===== src/rtl/midi_pkg.sv =====
// Shared types, constants and helpers for the MIDI channel-voice message parser.
package midi_pkg;

    // Event type encodings presented on event_type
    typedef enum logic [1:0] {
        EV_NOTE_ON        = 2'd0,
        EV_NOTE_OFF       = 2'd1,
        EV_CONTROL_CHANGE = 2'd2,
        EV_PITCH_BEND     = 2'd3
    } evt_type_t;

    // Channel status nibbles (upper four bits of a channel status byte)
    localparam logic [3:0] NOTE_OFF = 4'h8;
    localparam logic [3:0] NOTE_ON  = 4'h9;
    localparam logic [3:0] POLY_AT  = 4'hA;
    localparam logic [3:0] CC       = 4'hB;
    localparam logic [3:0] PROG     = 4'hC;
    localparam logic [3:0] CHAN_AT  = 4'hD;
    localparam logic [3:0] BEND     = 4'hE;

    // System byte values
    localparam logic [7:0] SYSEX_START = 8'hF0;
    localparam logic [7:0] SYSEX_END   = 8'hF7;
    localparam logic [7:0] RT_MIN      = 8'hF8;

    // Parser FSM states
    typedef enum logic [1:0] {
        ST_IDLE    = 2'd0,
        ST_WAIT_D1 = 2'd1,
        ST_WAIT_D2 = 2'd2,
        ST_SYSEX   = 2'd3
    } state_t;

    // Result of mapping a completed two-byte message onto an output event
    typedef struct packed {
        logic      emit;
        evt_type_t etype;
    } evt_map_t;

    // Number of data bytes that follow a channel status nibble (0 for non-channel nibbles)
    function automatic logic [1:0] data_len_of(input logic [3:0] nib);
        logic [1:0] len;
        case (nib)
            NOTE_OFF, NOTE_ON, POLY_AT, CC, BEND: len = 2'd2;
            PROG, CHAN_AT:                        len = 2'd1;
            default:                              len = 2'd0;
        endcase
        return len;
    endfunction

    // Map a completed two-data-byte message to an event; poly aftertouch is consumed silently
    function automatic evt_map_t map_event(input logic [3:0] nib, input logic [6:0] d2);
        evt_map_t r;
        r.emit  = 1'b1;
        r.etype = EV_NOTE_ON;
        case (nib)
            NOTE_ON:  r.etype = (d2 != 7'd0) ? EV_NOTE_ON : EV_NOTE_OFF;
            NOTE_OFF: r.etype = EV_NOTE_OFF;
            CC:       r.etype = EV_CONTROL_CHANGE;
            BEND:     r.etype = EV_PITCH_BEND;
            default:  r.emit  = 1'b0;
        endcase
        return r;
    endfunction

endpackage


===== src/rtl/midi_byte_classifier.sv =====
// Combinational decode of one received MIDI byte into its class and data length.
module midi_byte_classifier
    import midi_pkg::*;
(
    input  logic [7:0] byte_i,
    output logic       is_status_o,
    output logic       is_realtime_o,
    output logic [1:0] data_len_o
);

    assign is_status_o   = byte_i[7];
    assign is_realtime_o = (byte_i >= RT_MIN);
    // Only channel status bytes carry a data length; data and system bytes report 0
    assign data_len_o    = byte_i[7] ? data_len_of(byte_i[7:4]) : 2'd0;

endmodule


===== src/rtl/midi_message_parser.sv =====
// MIDI byte-stream parser: assembles channel-voice messages with running status,
// skips SysEx and real-time bytes, and emits one registered event per completed
// Note On/Off, Control Change or Pitch Bend message.
module midi_message_parser
    import midi_pkg::*;
#(
    parameter bit         CHANNEL_FILTER_EN = 1'b0,
    parameter logic [3:0] CHANNEL           = 4'd0
) (
    input  logic       CLOCK_50,
    input  logic       RESET,
    input  logic       byte_valid,
    input  logic [7:0] byte_data,
    output logic       event_valid,
    output logic [1:0] event_type,
    output logic [3:0] event_channel,
    output logic [6:0] event_data1,
    output logic [6:0] event_data2
);

    logic       is_status;
    logic       is_realtime;
    logic [1:0] data_len;

    midi_byte_classifier u_classifier (
        .byte_i        (byte_data),
        .is_status_o   (is_status),
        .is_realtime_o (is_realtime),
        .data_len_o    (data_len)
    );

    state_t     state_q;
    logic [3:0] status_q;      // running status nibble, 0 when cleared
    logic [3:0] chan_q;        // running status channel
    logic       two_byte_q;    // running status kind needs two data bytes
    logic [6:0] d1_q;          // first data byte of the message in progress

    logic       ev_valid_q;
    evt_type_t  ev_type_q;
    logic [3:0] ev_chan_q;
    logic [6:0] ev_d1_q;
    logic [6:0] ev_d2_q;

    evt_map_t   map_d;
    logic       chan_ok_d;

    // Classify the message being completed by the current data byte
    always_comb begin
        map_d     = map_event(status_q, byte_data[6:0]);
        chan_ok_d = !CHANNEL_FILTER_EN || (chan_q == CHANNEL);
    end

    // Parser FSM with registered event outputs; real-time bytes leave everything untouched
    always_ff @(posedge CLOCK_50 or posedge RESET) begin
        if (RESET) begin
            state_q    <= ST_IDLE;
            status_q   <= 4'd0;
            chan_q     <= 4'd0;
            two_byte_q <= 1'b0;
            d1_q       <= 7'd0;
            ev_valid_q <= 1'b0;
            ev_type_q  <= EV_NOTE_ON;
            ev_chan_q  <= 4'd0;
            ev_d1_q    <= 7'd0;
            ev_d2_q    <= 7'd0;
        end else begin
            ev_valid_q <= 1'b0;
            if (byte_valid && !is_realtime) begin
                if (is_status) begin
                    if (byte_data < SYSEX_START) begin
                        // New channel status replaces running status and drops any partial message
                        status_q   <= byte_data[7:4];
                        chan_q     <= byte_data[3:0];
                        two_byte_q <= (data_len == 2'd2);
                        state_q    <= ST_WAIT_D1;
                    end else begin
                        // System common bytes cancel running status; only 0xF0 opens a SysEx
                        status_q   <= 4'd0;
                        two_byte_q <= 1'b0;
                        state_q    <= (byte_data == SYSEX_START) ? ST_SYSEX : ST_IDLE;
                    end
                end else begin
                    case (state_q)
                        ST_WAIT_D1: begin
                            // One-data-byte kinds complete here and stay for running status
                            if (two_byte_q) begin
                                d1_q    <= byte_data[6:0];
                                state_q <= ST_WAIT_D2;
                            end
                        end
                        ST_WAIT_D2: begin
                            state_q <= ST_WAIT_D1;
                            if (map_d.emit && chan_ok_d) begin
                                ev_valid_q <= 1'b1;
                                ev_type_q  <= map_d.etype;
                                ev_chan_q  <= chan_q;
                                ev_d1_q    <= d1_q;
                                ev_d2_q    <= byte_data[6:0];
                            end
                        end
                        default: ;  // IDLE and SYSEX discard data bytes
                    endcase
                end
            end
        end
    end

    assign event_valid   = ev_valid_q;
    assign event_type    = ev_type_q;
    assign event_channel = ev_chan_q;
    assign event_data1   = ev_d1_q;
    assign event_data2   = ev_d2_q;

endmodule


===== config.mk =====
export PLATFORM = sky130hd
export DESIGN_NAME = midi_message_parser
export DESIGN_NICKNAME = d
export VERILOG_FILES = /design/src/rtl/midi_pkg.sv /design/src/rtl/midi_byte_classifier.sv /design/src/rtl/midi_message_parser.sv
export SDC_FILE = /design/constraint.sdc
export NUM_CORES = 1
export LEC_CHECK = 0
export CAP_MARGIN = 20
export CORE_MARGIN = 3
export CORE_UTILIZATION = 51
export CTS_CLUSTER_DIAMETER = 120
export DETAILED_ROUTE_END_ITERATION = 6
export PLACE_DENSITY = 0.78
export REMOVE_ABC_BUFFERS = 1
export SETUP_SLACK_MARGIN = 0.02
export SLEW_MARGIN = 20
export SYNTH_ARGS = -nofsm -noshare
export SYNTH_HDL_FRONTEND = slang
export SYNTH_SLANG_ARGS = --single-unit

===== constraint.sdc =====
create_clock -name CLOCK_50 -period 1.9 [get_ports CLOCK_50]
set_input_delay 0.38 -clock CLOCK_50 [delete_from_list [all_inputs] [get_ports CLOCK_50]]
set_output_delay 0.38 -clock CLOCK_50 [all_outputs]
set_load 0.01 [all_outputs]

# [Word-level counts from Yosys, hierarchy flattened]
# Index checks and enable logic that the tools add are counted.
[word_totals] ff_bits=39 out_inout_bits=21 wordCells=57
[op_classes] order_cmp=2 n_eq_ne=16 n_mux=16 n_bitwise=1 reduce_logical=12
[op_table] op="equality test 4 bit, second input constant" count=11
[op_table] op="two-way mux 2 bit" count=5
[op_table] op="equality test 8 bit, second input constant" count=1
[op_table] op=">= comparator 8 bit, second input constant" count=1
[op_table] op="< comparator 8 bit, second input constant" count=1
[op_table] op="one-hot mux 2 bit (2 select lines)" count=2
[op_table] op="one-hot mux 2 bit (4 select lines)" count=1
[op_table] op="AND reduction 4 bit" count=2
[op_table] op="two-way mux 1 bit" count=7
[op_table] op="nonzero test 7 bit" count=1
[op_table] op="AND reduction 3 bit" count=2
[op_table] op="OR reduction 5 bit" count=1
[op_table] op="equality test 2 bit, second input constant" count=2
[op_table] op="two-way mux 4 bit" count=1
[op_table] op="OR reduction 4 bit" count=1
[op_table] op="!= test 3 bit, second input constant" count=1
[op_table] op="nonzero test 3 bit" count=1
[op_table] op="equality test 2 x 1 -> 1 bit, second input constant" count=1
[op_table] op="AND reduction 2 bit" count=1
[op_table] op="OR reduction 2 bit" count=1
[op_table] op="logical AND 1 bit" count=1
[op_table] op="zero test 1 bit" count=1
[op_table] op="inverter 1 bit" count=1

# [Logic depth before layout (Yosys ltp)]
[logic_depth] word_depth=7 depth_mapped=5 ltp_nobuf=4

# [Hierarchy]
# From an unflattened synthesis, not the netlist that was laid out.
[hier_totals] hier_cells=117 area_unflattened_um2=1660.3
[modules_own_cells] module="midi_message_parser" instances=1 cells_each=110 area_per_inst_um2=1622.8
[modules_own_cells] module="midi_byte_classifier" instances=1 cells_each=7 area_per_inst_um2=37.5

# [Least setup slack after synthesis]
# Ideal clock, no wire load.
[synth_path] path_kind="reg2reg" startpoint="reg state_q[0]" endpoint="reg ev_chan_q[0] (netlist: event_channel[0])" arrival_ns=1.536 required_ns=1.775 path_slack_ns=0.239 path_stages_with_launch=6 n_path_buf=1 path_cell_list="dfrtp_1 -> and4bb_1 -> nand2_1 -> or3_4 -> buf_6 -> mux2_4"
[synth_between] elab_chain_cells=2
[synth_lines] item="start, declared" line="midi_message_parser.sv:32" rtl="state_t state_q;"
[synth_lines] item="start signal, assigned" line="midi_message_parser.sv:80" rtl="state_q <= (byte_data == SYSEX_START) ? ST_SYSEX : ST_IDLE;"
[synth_lines] item="equality test 2 bit" line="midi_message_parser.sv:83" rtl="case (state_q)"
[synth_lines] item="AND reduction 4 bit (no line)"
[synth_lines] item="end signal, assigned" line="midi_message_parser.sv:96" rtl="ev_chan_q <= chan_q;"
[synth_lines] item="end, declared" line="midi_message_parser.sv:40" rtl="logic [3:0] ev_chan_q;"
# No other way between the ends.
# A chain may end at the register's enable or synchronous reset.

# [Worst setup path after layout]
[layout_path] startpoint="in byte_data[7]" endpoint="reg ev_d1_q[0] (netlist: event_data1[0])"
[layout_between] elab_chain_cells=4
[layout_lines] item="start, declared" line="midi_message_parser.sv:13" rtl="input logic [7:0] byte_data,"
[layout_lines] item=">= comparator 8 bit" line="midi_byte_classifier.sv:12" rtl="assign is_realtime_o = (byte_i >= RT_MIN);"
[layout_lines] item="zero test 1 bit" line="midi_message_parser.sv:68" rtl="if (byte_valid && !is_realtime) begin"
[layout_lines] item="logical AND 1 bit" line="midi_message_parser.sv:68"
[layout_lines] item="AND reduction 4 bit (no line) *"
[layout_lines] item="end signal, assigned" line="midi_message_parser.sv:97" rtl="ev_d1_q <= d1_q;"
[layout_lines] item="end, declared" line="midi_message_parser.sv:41" rtl="logic [6:0] ev_d1_q;"
# Every way passes the cells marked *; elsewhere a longest branch is shown, timed or not.

==> metrics <==
peak supply drop=0.000624 V; multi-input logic area=653 sq um; DR vias/cell=5.32; number of max-cap violations=0; drt initial violations=80; clk_skew=0.00986 ns; area grow syn2layout=31.3%; Vias=1139; HPWL after DPL=2350 um; fill count=237; First-pass DRT Iterations=4; worst reg-to-reg setup slack=0.18 ns; Root Buffer=clkbuf_4; max_slew headroom=67.2%; Routed Antenna Nets=0; first-pass GRT wire length=5800 um; crit path buf inv count=1; Rows=20; CTS max path bufs=2; mapped cell area=0.00167 sq mm; hold crit path type=input port to register; Chip Width=63.2 um; worst r2r dst=event_data1[0]$_DFFE_PP0P_; CTS buffer count=5; pwr/cell area=1240 mW/mm^2; initial antenna violation count=0; CP max-delay cell=or3_4; vias in the first global route=1145; Cell Chain, Critical Path=clkdlybuf4s50_1 > and4bb_1 > nand2_1 > or3_4 > mux2_4; unrepaired setup endpoints after global routing=no; Residual DRC=0; cell count after synthesis=119; main area contributors after synthesis=dfrtp_1 (58%), mux2_4 (16%), mux2_2 (7.4%); outcome=finished clean; WL per Instance=16.1 um; die height=63.2 um; Worst-Margin Slew=0.488 ns; routability cong.=0.837; final period utilization=93.2%; crit-path leading delay family=simple AND/OR/NAND/NOR gates; final WL=3450 um; post-CTS setup buffers=0; hold wc startpoint=byte_valid; hold path cells=3; Worst-path clk slew=0.10 ns; storage element area=976 sq um; ys flop type=dfrtp_1; I/O pin total=32; grt total ovfl=0; number of setup violations in the final report=0; fraction of final layout cells sized beyond drive strength 1=30.6%; Starting Density=54.3%; Hold Slack=0.441 ns; Slew Viols, Final=0; Critical Path Sink Type=register; r2r startpoint=state_q[0]$_DFFE_PP0P_; H-tree Lvls=2; Mapped Avg Cell Area=14.0 sq um; Synth area leader=dfrtp_1; post-layout min period=1.77 ns; crit-path max FO=10; leakage power total=1.05 nW; Worst Path Required=2.13 ns; post-synthesis sequential area ratio=58.4%; crit path kind=input port to register; endpoints failing hold=0; r2r worst-path depth=4; fin cells=214; die area=0.00400 sq mm; Clock Latency Late Sink=0.35 ns; pin count of the biggest net entering global routing=40; nets=180; GRT Total Usage=19.4%; CTS tree=done; slowest stage delay, CP=0.50 ns; fmax=565 MHz; IO buf count=31; Synth top area share=58.4%; CTS hold repair buffers=0; number of diodes=0; core region area=0.00308 sq mm; Yosys Warn Count=0; Post-synth EDFFs=0; number of distinct library cells after synthesis=26; Design Power=2.72 mW; CP arrival=2.00 ns; Placed Cells=205; #FFs+latches synth=39; WHS Endpoint=state_q[0]$_DFFE_PP0P_; final core utilization=71.3%; clock sink count=39; asr flop ratio synth=100%; CP Launch Type=input port
## worst min-delay path: cells and delay by family
family / cells / cell delay, ns
compound gates: 2 / 0.17
buf+inv: 1 / 0.19
## how the worst max path moves through the flow
stage,startpoint,endpoint,cells after the start
6_report,byte_data[7],event_data1[0]$_DFFE_PP0P_,5
5_1_grt,state_q[0]$_DFFE_PP0P_,event_data1[0]$_DFFE_PP0P_,4
4_1_cts,byte_valid,event_data1[0]$_DFFE_PP0P_,5
3_5_place_dp,byte_valid,event_data1[6]$_DFFE_PP0P_,5
3_3_place_gp,byte_valid,event_data1[6]$_DFFE_PP0P_,5
2_1_floorplan,state_q[0]$_DFFE_PP0P_,event_channel[0]$_DFFE_PP0P_,4
## cell usage in the layout (no fill, tap or decap), types with 2 or more instances in the layout
cell type	netlist	final
clkbuf_4	0	5
inv_1	8	8
nand2_1	4	4
mux2_4	18	18
a21oi_1	4	4
clkbuf_8	0	2
clkdlybuf4s50_1	0	30
nand3_1	4	4
o21ai_0	6	6
nand2b_1	2	2
or3_4	1	2
mux2_2	11	11
dfrtp_1	39	39
nor2_1	4	4
o211ai_1	2	2
nor4_1	2	2
buf_4	0	13
## registers in the layout (all words and copies together) (netlist names)
| name | count |
|---|---|
| status_q | 4 |
| chan_q | 4 |
| event_data2 | 7 |
| d1_q | 7 |
| event_type | 2 |
| state_q | 2 |
| event_channel | 4 |
| two_byte_q | 1 |
| event_valid | 1 |
| event_data1 | 7 |
## per-stage QoR
stage                     area [sq um]  setup WS, ns  TNS [ns]
final                             2190         0.129         0
after detailed placement          2110        -0.424     -8.67
after CTS                         2190        0.0173         0
after global routing              2190         0.129         0
after floorplan                   1650         0.217         0
after global placement            2110        -0.383     -7.47
## where the power goes
part           internal [mW]  switching (mW)
registers               1.12           0.166
logic                  0.644           0.311
clock network          0.218           0.262
total                   1.98           0.739
## layout make-up
type | instances | area share (%)
flip-flops and latches | 39 | 44.5
multi-input cells | 71 | 29.8
repair buffers | 44 | 18.7
clock buffers | 8 | 3.14
well taps | 44 | 2.51
inverters | 8 | 1.37
## layer usage
metal / wire length [um] / global-route usage, % / vias to the layer above
met5: 0 / 0 / -
met4: 62 / 9.16 / 0
met3: 237 / 6.24 / 8
met2: 1600 / 27.5 / 47
met1: 1550 / 27.0 / 553
li1: - / - / 531
## Yosys cell counts, types with 2 or more instances
| master | instances |
|---|---|
| nor4_1 | 2 |
| nand2_1 | 4 |
| nand2b_1 | 2 |
| buf_6 | 2 |
| nand3_1 | 4 |
| mux2_2 | 11 |
| o211ai_1 | 2 |
| inv_1 | 8 |
| o21ai_0 | 6 |
| a21oi_1 | 4 |
| dfrtp_1 | 39 |
| nor2_1 | 4 |
| mux2_4 | 18 |
## kinds of logic (layout without fill, tap and decap cells)
kind of cell / count (synthesis) / after routing / share of synthesized area (%)
flip-flops: 39 / 39 / 58.4
multiplexers: 29 / 29 / 23.6
AND/OR/NAND/NOR: 22 / 23 / 7.56
AO/OA/AOI/OAI: 18 / 18 / 6.74
buffers and inverters: 10 / 60 / 3.15
XOR/XNOR: 1 / 1 / 0.524
## what timing repair did
action / in CTS / in global routing
endpoints found under the setup margin: 18 / 18
gates cloned: 1 / 0
gates resized for setup: 1 / 1
pin swaps: 1 / 0
(Power assumes the default switching activity.)
==> RTL change 1: new RTL, same flow settings <==
The 4 states of `state_t` get a one-hot encoding in 4 bits.
--- a/src/rtl/midi_pkg.sv
+++ b/src/rtl/midi_pkg.sv
@@ -24,11 +24,11 @@
     localparam logic [7:0] RT_MIN      = 8'hF8;
 
     // Parser FSM states
-    typedef enum logic [1:0] {
-        ST_IDLE    = 2'd0,
-        ST_WAIT_D1 = 2'd1,
-        ST_WAIT_D2 = 2'd2,
-        ST_SYSEX   = 2'd3
+    typedef enum logic [3:0] {
+        ST_IDLE    = 4'b0001,
+        ST_WAIT_D1 = 4'b0010,
+        ST_WAIT_D2 = 4'b0100,
+        ST_SYSEX   = 4'b1000
     } state_t;
 
     // Result of mapping a completed two-byte message onto an output event
Check against the original RTL: same outputs for any inputs over 10 cycles, from zero or initial values and one cycle with RESET high; not proved beyond that.
==> RTL change 1 against the original RTL <==
Register-to-register slack got worse by 0.08 ns. Final cell count increased by 3.7%. Synthesized area increased by 4.6%. Final area increased by 5.7%. Worst setup slack got worse by 0.027 ns. Sequential cell count increased by 2. Maximum frequency decreased by 1.5%. Critical path depth decreased by 2. Clock skew increased by 0.0021 ns. Synthesized cell count increased by 6.7%. Power increased by 2.1%. Wire length decreased by 3.6%. Hold slack got worse by 0.072 ns.
==> RTL change 1: results (changes against the original RTL) <==
[metrics] sequential cell area fraction in the yosys report: 0.588 (+0.00384)
[metrics] routed via count: 1200 (+5.4%)
[metrics] top area cells in the synthesized netlist: dfrtp_1, mux2_2, mux2_4
[metrics] violation count after the first detailed-route iteration: 36 (-55%)
[metrics] HPWL Detailed: 2400 um (+2.4%)
[metrics] outcome: finished, final reports clean
[metrics] Static Leakage: 0.00108 uW (+3.0%)
[metrics] share of cells above drive strength 1: 0.331 (+0.0256)
[metrics] number of vias per cell: 5.41 (+1.6%)
[metrics] CP max FO: 7 (-3)
[metrics] global placement routability congestion: 0.780 (-6.8%)
[metrics] worst max-slew margin expressed relative to the limit: 0.665 (-0.00646)
[metrics] setup skew after layout: 0.0120 ns (+0.00212 ns)
[metrics] predominant post-synthesis flop cell: dfrtp_1
[metrics] largest net degree at the start of global routing: 42 (+5.0%)
[metrics] wire length after detailed routing: 3320 um (-3.6%)
[metrics] Distinct cells, synth: 32 (+23%)
[metrics] GRT Util Overall: 0.189 (-0.00533)
[metrics] clock input transition at the sequential cells of the worst setup and hold paths: 0.12 ns (+0.02 ns)
[metrics] class of the most critical hold timing path: in2async
[metrics] Switching Fraction: 0.270 (-0.00219)
[metrics] number of global-route vias before repair: 1267 (+11%)
[metrics] setup slack after placement: -0.295 ns (+0.129 ns)
[metrics] count of nets after finishing: 188 (+4.4%)
[metrics] total of warnings raised by yosys: 0 (unchanged)
[metrics] Max VDD drop: 0.000958 V (+53%)
[metrics] filler cell count in the final layout: 225 (-5.1%)
[metrics] global-route wire length before repair: 5960 um (+2.7%)
[metrics] total instance count after detailed placement: 214 (+4.4%)
[metrics] Synth top cells by count: dfrtp_1, mux2_2, nand2_1
[metrics] CTS max path bufs: 2 (unchanged)
[metrics] signal arrival time at the worst endpoint: 2.04 ns (+0.04 ns)
[metrics] Gate Count Post-Synth: 127 (+6.7%)
[RTL change 1: worst paths after layout]
check | from | end | slack [ns] | depth (start not counted)
max | state_q[3] | d1_q[0] | 0.10 | 3
min | RESET | status_q[2] | 0.37 | 3
max reg2reg | state_q[3] | d1_q[0] | 0.10 | 3
min reg2reg | d1_q[3] | event_data1[3] | 0.52 | 1
max in group asynchronous | RESET | state_q[0] | 1.26 | 3
min in group CLOCK_50 | d1_q[3] | event_data1[3] | 0.52 | 1
[RTL change 1: what timing repair did]
item | in CTS | in global routing
hold endpoints to repair | 0 | 0
resized for setup | 0 | 1
endpoints found under the setup margin | 0 | 1
[RTL change 1: cells by family (layout without fill, tap and decap cells)]
family,Yosys count,in the layout,share of synthesized area
compound gates,20,20,0.0702
xor+xnor,1,1,0.00502
buf+inv,8,59,0.0215
flops,41,41,0.588
mux,30,30,0.213
simple gates,27,27,0.102
[RTL change 1: stage by stage]
stage          total power [uW]  area (um2)
6_report                   2770        2320
5_1_grt                    2940        2320
4_1_cts                    2800        2310
3_5_place_dp               2230        2230
3_3_place_gp               2200        2230
2_1_floorplan              1760        1730
[RTL change 1: power by group through the flow]
stage          clock network [uW]  registers (uW)  logic [uW]
5_1_grt                       620            1360         962
3_3_place_gp                    0            1320         883
3_5_place_dp                    0            1330         900
4_1_cts                       576            1320         905
6_report                      565            1310         894
2_1_floorplan                   0            1380         378
[RTL change 1: critical path: stages (launching register included)]
cell     delay [ns]
dfrtp_1        0.44
nor4_1         0.49
nand2_1        0.39
mux2_2         0.37
[RTL change 1: per-layer routing]
metal / routed length, um / GRT usage / up-vias / share of wire
met2: 1740 / 0.340 / 43 / 0.52
met3: 179 / 0.0589 / 12 / 0.054
met4: 49 / 0.0633 / 0 / 0.015
li1: - / - / 553 / -
met5: 0 / 0 / - / 0
met1: 1350 / 0.210 / 592 / 0.41
[RTL change 1: cell type report]
cell class,instances,share of cell area
inverters,5,0.00809
clock inverters,2,0.0167
repair buffers,46,0.193
flip-flops and latches,41,0.443
clock buffers,6,0.0178
multi-input cells,78,0.297
well taps,44,0.0237
==> RTL change 2: new RTL, same flow settings <==
Without the edit above. Set the parameter `CHANNEL_FILTER_EN` to 1'b1 (it was 1'b0).
--- a/src/rtl/midi_message_parser.sv
+++ b/src/rtl/midi_message_parser.sv
@@ -4,7 +4,7 @@
 module midi_message_parser
     import midi_pkg::*;
 #(
-    parameter bit         CHANNEL_FILTER_EN = 1'b0,
+    parameter bit         CHANNEL_FILTER_EN = 1'b1,
     parameter logic [3:0] CHANNEL           = 4'd0
 ) (
     input  logic       CLOCK_50,
Behaviour: not the same (Yosys sat finds a counterexample within 4 cycles, from zero or initial values and one cycle with RESET high).
==> RTL change 2 against the original RTL <==
Final area shrank 0.91%. Synthesized area shrank 2.0%. Count of clock-buffer cells in the layout shrank 1. Critical endpoint is now event_data1[6]. Non-clock buffer count grew 3. Worst setup slack gained 0.036 ns. Wire length shrank 2.9%. Maximum frequency grew 2.1%. Hold slack gained 0.018 ns. Synthesized cell count grew 2.5%. Sequential cell count is the same.
Power is not compared: it rests on default switching activity, and its combinational part moved more than twofold at a synthesized area within 25%.
==> RTL change 2: results (changes against the original RTL) <==
[metrics] signal arrival time at the worst endpoint: 1.97 ns (-0.03 ns)
[metrics] top area cells in the synthesized netlist: dfrtp_1, mux2_2, nor2b_1
[metrics] count of nets after finishing: 185 (+2.8%)
[metrics] clock input transition at the sequential cells of the worst setup and hold paths: 0.12 ns (+0.02 ns)
[metrics] global-route wire length before repair: 5880 um (+1.3%)
[metrics] setup skew after layout: 0.0122 ns (+0.00237 ns)
[metrics] violation count after the first detailed-route iteration: 42 (-48%)
[metrics] outcome: finished, final reports clean
[metrics] Synth top cells by count: dfrtp_1, mux2_2, nor2b_1
[metrics] class of the most critical hold timing path: in2async
[metrics] routed via count: 1147 (+0.70%)
[metrics] number of buffers created by CTS: 5 (unchanged)
[metrics] sequential cell area fraction in the yosys report: 0.596 (+0.0121)
[metrics] GRT Util Overall: 0.190 (-0.00393)
[metrics] average detailed-routed wire length per instance: 15.4 um (-4.2%)
[metrics] filler cell count in the final layout: 213 (-10%)
[metrics] total instance count after detailed placement: 209 (+2.0%)
[metrics] number of standard cells in the layout, taps in and fillers out: 217 (+1.4%)
[metrics] post-cts gate resize count: 0 (-1)
[metrics] share of cells above drive strength 1: 0.309 (+0.00269)
[metrics] setup slack after placement: -0.194 ns (+0.230 ns)
[metrics] HPWL Detailed: 2540 um (+8.2%)
[metrics] Distinct cells, synth: 28 (+7.7%)
[metrics] number of global-route vias before repair: 1257 (+9.8%)
[metrics] CTS max path bufs: 2 (unchanged)
[metrics] global placement routability congestion: 0.802 (-4.1%)
[metrics] number of antenna violations at the first check in global routing: 0 (unchanged)
[metrics] slew at the pin closest to its max-slew limit: 0.465 ns (-0.0234 ns)
[metrics] synthesized area per cell: 13.4 um2 (-4.4%)
## RTL change 2: cell types whose count changed after synthesis, moves of 4 or more
cell	unedited run	this run
mux2_2	11	27
a21oi_1	4	0
mux2_4	18	0
nor2b_1	0	7
## RTL change 2: report_power, final
group / switching [uW] / internal [uW]
logic: 133 / 201
clock network: 265 / 184
registers: 83.2 / 956
total: 481 / 1340
## RTL change 2: cells by family (layout without fill, tap and decap cells)
logic type / after synthesis / in the layout / synth area share
AO/OA/AOI/OAI: 13 / 13 / 0.0573
XOR/XNOR: 3 / 3 / 0.0161
buffers and inverters: 8 / 61 / 0.0275
flip-flops: 39 / 39 / 0.596
multiplexers: 27 / 27 / 0.186
AND/OR/NAND/NOR: 32 / 32 / 0.117
## RTL change 2: metrics by stage
step | instance area, um2 | utilization
2_1_floorplan | 1610 | -
3_3_place_gp | 2110 | 0.727
3_5_place_dp | 2110 | 0.727
4_1_cts | 2170 | 0.749
5_1_grt | 2170 | 0.749
6_report | 2170 | 0.749
## RTL change 2: path summary, 6_finish.rpt
path                             startpoint                to  slack [ns]  cells past startpoint
max                              state_q[0]    event_data1[6]        0.16                      4
min                                   RESET         chan_q[3]        0.46                      3
max reg2reg                      state_q[0]    event_data1[6]        0.16                      4
min reg2reg                event_channel[0]  event_channel[0]        0.51                      1
max in group asynchronous             RESET    event_data1[2]        1.11                      3
min in group CLOCK_50      event_channel[0]  event_channel[0]        0.51                      1
## RTL change 2: critical path, cell delays in order (launching register included)
cell and delay [ns]:
dfrtp_1 0.46, or3b_1 0.40, nor3_2 0.20, buf_4 0.22, mux2_2 0.35
## RTL change 2: cell type report
type	instances	area, um2	area share
Timing Repair Buffer	47	443	0.204
Multi-Input combinational cell	75	616	0.283
Clock inverter	1	8.76	0.00403
Clock buffer	7	55.1	0.0253
Sequential cell	39	976	0.449
Tap cell	42	52.6	0.0242
Inverter	6	22.5	0.0104
## RTL change 2: metal layers
layer,routed length [um],GRT usage,vias up
li1,-,-,540
met1,1490,0.249,567
met2,1660,0.313,35
met3,158,0.0450,5
met4,40,0.0606,0
met5,0,0,-
